**config.mk**
```make
export PLATFORM = sky130hd
export DESIGN_NAME = mux_nx_pipe
export DESIGN_NICKNAME = d
export VERILOG_FILES = /design/src/rtl/mux_nx_pipe.sv
export SDC_FILE = /design/constraint.sdc
export NUM_CORES = 1
export LEC_CHECK = 0
export BUFFER_PORTS_ARGS = -buffer_cell sky130_fd_sc_hd__buf_2
export CAP_MARGIN = 15
export CORE_ASPECT_RATIO = 0.75
export CORE_MARGIN = 1.5
export CORE_UTILIZATION = 30
export DETAILED_ROUTE_END_ITERATION = 8
export PLACE_DENSITY = 0.63
export SETUP_SLACK_MARGIN = 0.02
export SLEW_MARGIN = 20
export SYNTH_ARGS = -nofsm -noshare
export SYNTH_HDL_FRONTEND = slang
export SYNTH_SLANG_ARGS = --single-unit
export TNS_END_PERCENT = 20
```
**constraint.sdc**
```tcl
create_clock -name clk -period 2.4 [get_ports clk]
set_clock_uncertainty 0.05 [all_clocks]
set_input_delay 0 -clock clk [delete_from_list [all_inputs] [get_ports clk]]
set_output_delay 0 -clock clk [all_outputs]
set_load 0.005 [all_outputs]
```
**src/rtl/mux_nx_pipe.sv**
```systemverilog
// Registered N-to-1 source selector with per-channel valid/ready handshakes.
// Picks one channel per cycle, either fixed by sel or round-robin over valid channels.
module mux_nx_pipe #(
   parameter int WIDTH = 32,
   parameter int N     = 4,
   parameter int SEL_W = 2
) (
   input  logic                 clk,
   input  logic                 rst,
   input  logic [N*WIDTH-1:0]   in_data,
   input  logic [N-1:0]         in_valid,
   output logic [N-1:0]         in_ready,
   input  logic [SEL_W-1:0]     sel,
   input  logic                 mode,
   output logic [WIDTH-1:0]     out_data,
   output logic [SEL_W-1:0]     out_src,
   output logic                 out_valid,
   input  logic                 out_ready
);

   generate
      if (N < 2 || SEL_W != $clog2(N)) begin : g_bad_param
         $error("mux_nx_pipe: need N >= 2 and SEL_W == clog2(N)");
      end
   endgenerate

   logic [N-1:0][WIDTH-1:0] data;
   logic                    load_en;
   logic                    gnt_vld;
   logic [SEL_W-1:0]        gnt;
   logic [SEL_W-1:0]        rr_ptr;
   int                      j;

   assign data    = in_data;
   assign load_en = !out_valid || out_ready;

   // Round-robin scans downward so the candidate closest to rr_ptr wins last.
   always_comb begin
      gnt_vld = 1'b0;
      gnt     = '0;
      j       = 0;
      if (!mode) begin
         for (int i = 0; i < N; i++) begin
            if (sel == SEL_W'(i) && in_valid[i]) begin
               gnt     = SEL_W'(i);
               gnt_vld = 1'b1;
            end
         end
      end else begin
         for (int k = N-1; k >= 0; k--) begin
            j = int'(rr_ptr) + k;
            if (j >= N) j = j - N;
            if (in_valid[j]) begin
               gnt     = SEL_W'(j);
               gnt_vld = 1'b1;
            end
         end
      end
      if (!load_en || rst) gnt_vld = 1'b0;
   end

   always_comb begin
      in_ready = '0;
      if (gnt_vld) in_ready[gnt] = 1'b1;
   end

   always_ff @(posedge clk or posedge rst) begin
      if (rst) begin
         out_valid <= 1'b0;
         out_data  <= '0;
         out_src   <= '0;
         rr_ptr    <= '0;
      end else if (load_en) begin
         if (gnt_vld) begin
            out_data  <= data[gnt];
            out_src   <= gnt;
            out_valid <= 1'b1;
            // pointer only advances on round-robin grants
            if (mode) rr_ptr <= (gnt == SEL_W'(N-1)) ? '0 : gnt + 1'b1;
         end else begin
            out_valid <= 1'b0;
         end
      end
   end

endmodule

```
==> impl_metrics.csv <==
group,metric,value,unit
routing,drt_iter0_markers,133,
global_routing,track_usage,20.16,%
routing,dr.pass1.iters,4,
timing,hold_viol,0,
floorplanning,num_rows,30,
worst_setup_path,r2r-start,"rr_ptr[1]",
clock_tree,clock-sinks,37,
clock_tree,ctsHtreeMaxLevel,2,
worst_setup_path,setup.worst_path.start,"rr_ptr[1]",
hold_path,hold_path_class,"in -> reg",
power_and_ir_drop,p_total,2.913,mW
global_routing,grt_overflow,0,
yosys,synth.top_cell.area_share,32.89,%
timing,rsz0062_at_grt,"yes",
routing,vias,3269,
timing,finalSetupViolCount,0,
floorplanning,dieArea,9980,µm²
yosys,synth_top_flop_cell,"dfrtp_1",
yosys,yosysUniqueCellTypes,36,
floorplanning,core-area,9084,µm²
floorplanning,die_width,114.9,µm
routing,ant_nets,0,
global_routing,grt_antenna_before_repair,0,
global_routing,grt_pass1_wl,15810,µm
final_layout,areaGrowthSynthToFinish,43.82,%
timing,post-route-period-util,94.29,%
worst_setup_path,crit_chain,"buf_4 -> a2111oi_2 -> o41ai_4 -> buf_4 -> and2_1 -> buf_4 -> a211oi_1",
yosys,ys_seq_area_share,32.89,%
floorplanning,dieHeight,86.90,µm
yosys,syn_area,2815,µm²
global_routing,grt_max_degree,40,
yosys,synth_area_leaders,"dfrtp_1, mux2i_1, a311oi_1",
yosys,synthCells,312,
placed_design,io_buffers,176,
worst_setup_path,path_max_fanout,19,
power_and_ir_drop,leakagePower,1.922,nW
final_layout,n_antenna_cell,0,
yosys,synth_fp_nets,451,
global_routing,grt_pass1_vias,3222,
power_and_ir_drop,max-vdd-ir-drop,0.3375,mV
floorplanning,initial_core_util,30.99,%
yosys,ys.warnings.count,0,
routing,viasPerCell,5.342,
yosys,synth_edf_count,0,
run_status,status,"completed",
yosys,synth-seq-cells,37,
floorplanning,io_pins,177,
worst_setup_path,cp-end-kind,"flop",
clock_tree,insertion_delay,280,ps
worst_setup_path,slowest_delay,480,ps
timing,tightest_slew,985.3,ps
clock_tree,cts_tree,"done",
routing,drt-total-wl,10260,µm
routing,drcViolationCount,0,
timing,max_freq,441.9,MHz
yosys,synth.avg_cell_area,9.023,µm²
run,cap_violations,0,
yosys,async_flop_share,100.0,%
clock_tree,postCtsSetupBuffers,0,
timing,fin_ws,137.0,ps
placed_design,preCtsSetupSlack,120.1,ps
yosys,yosys-top-cells-count,"dfrtp_1, inv_1, nor2_1, mux2i_1",
final_layout,num-nets-final,622,
worst_setup_path,arrival,2380,ps
power_and_ir_drop,power_density,719.5,nW/µm²
worst_setup_path,worstSetupPathType,"reg -> reg",
hold_path,min_from,"in_data[3]",
clock_tree,clock_path_buffers,2,
worst_setup_path,worst_setup_path_start_kind,"flop",
yosys,synth_top_cell_by_area,"dfrtp_1",
clock_tree,cts.clk_slew.worst_paths,60,ps
clock_tree,cts_made_buffers,5,
worst_setup_path,cpMostUsedCell,"buf_4",
worst_setup_path,critPathSlowestCell,"a2111oi_2",
worst_setup_path,crit_required,2520,ps
timing,slew_viol_final,0,
timing,max-slew-margin-rel,34.07,%
clock_tree,clockRootBuffer,"clkbuf_16",
routing,wl_per_cell,16.76,µm
placed_design,dp_hpwl,7397,µm
placed_design,routabilityCongestion,0.8205,
timing,finalCriticalPeriod,2263,ps
final_layout,drive_above_1_share,44.42,%
## final timing paths
check,to,slack (ps),cells after the start
setup / recovery,out_data[28],140,7
hold / removal,out_data[3],7,3
setup reg to reg,out_data[28],140,7
hold reg to reg,out_src[0],430,2
max in group asynchronous,out_data[21],1370,4
min in group asynchronous,out_src[0],240,3
## critical path, delay by kind of cell, from the launching register on
family,cells,cell delay [ps]
AO/OA/AOI/OAI,3,940
buffers and inverters,3,610
flip-flops,1,370
AND/OR/NAND/NOR,1,180
## placed cells by master, fill, tap and decap left out, types with 3 or more instances in the layout
cell type and n:
a2111oi_0 28, a311oi_1 32, dfrtp_1 37, buf_4 19, nand2b_1 3, a211oi_1 32, dlygate4sd3_1 4, a2111oi_1 3
buf_2 176, mux2i_1 34, nor2_1 36, nand2_1 4, nor2b_1 3, clkbuf_16 5, inv_1 36
## cell type report
class,instances,area (µm²)
fill,919,5035
multi-input combinational,202,1610
timing repair buffer,199,1064
sequential,37,925.9
tap,128,160.2
inverter,38,150.1
clock buffer,6,128.9
clock inverter,2,10.01
## per-layer routing
layer	wire (µm)	track usage, %
met3	912	5.846
met1	4440	26.42
met2	4846	33.87
met4	60	2.918
met5	0	0
## where the power goes
| part | internal (mW) | switching, mW |
|---|---|---|
| registers | 0.837 | 0.130 |
| logic | 0.583 | 0.722 |
| clock network | 0.382 | 0.259 |
| total | 1.80 | 1.11 |
## repair_timing
action                                 CTS  global route
hold buffers                             4             0
endpoints found under the hold margin   19             0
resized for setup                        0             4
setup endpoints to repair                0            12
## stage by stage
step                      instances  setup TNS, ps  hold slack [ps]  area [µm²]  utilization [%]
final                           612              0            6.921        4049            44.57
after global routing            612         -3.746            16.44        4049            44.57
after CTS                       612              0            2.317        4043            44.50
after detailed placement        600              0           -2.421        3864            42.53
after global placement          600              0           0.3686        3864            42.53
after floorplan                 312              0            129.7        2815                -
## state kept, by name, indices dropped and copies added, names as in the netlist
| signal | flops |
|---|---|
| rr_ptr | 2 |
| out_data | 32 |
| out_src | 2 |
| out_valid | 1 |
## cell families (layout without fill, tap and decap cells)
group                      after synthesis  after routing  synth area share [%]
AOI/OAI and AO/OA                      112            112                 34.18
adders and majority gates                1              1                0.4444
buffers and inverters                   73            245                 11.11
DFF                                     37             37                 32.89
muxes                                   36             36                 12.89
and+or+nand+nor                         53             53                 8.489
Note: power is estimated with default switching activity, not from simulation.
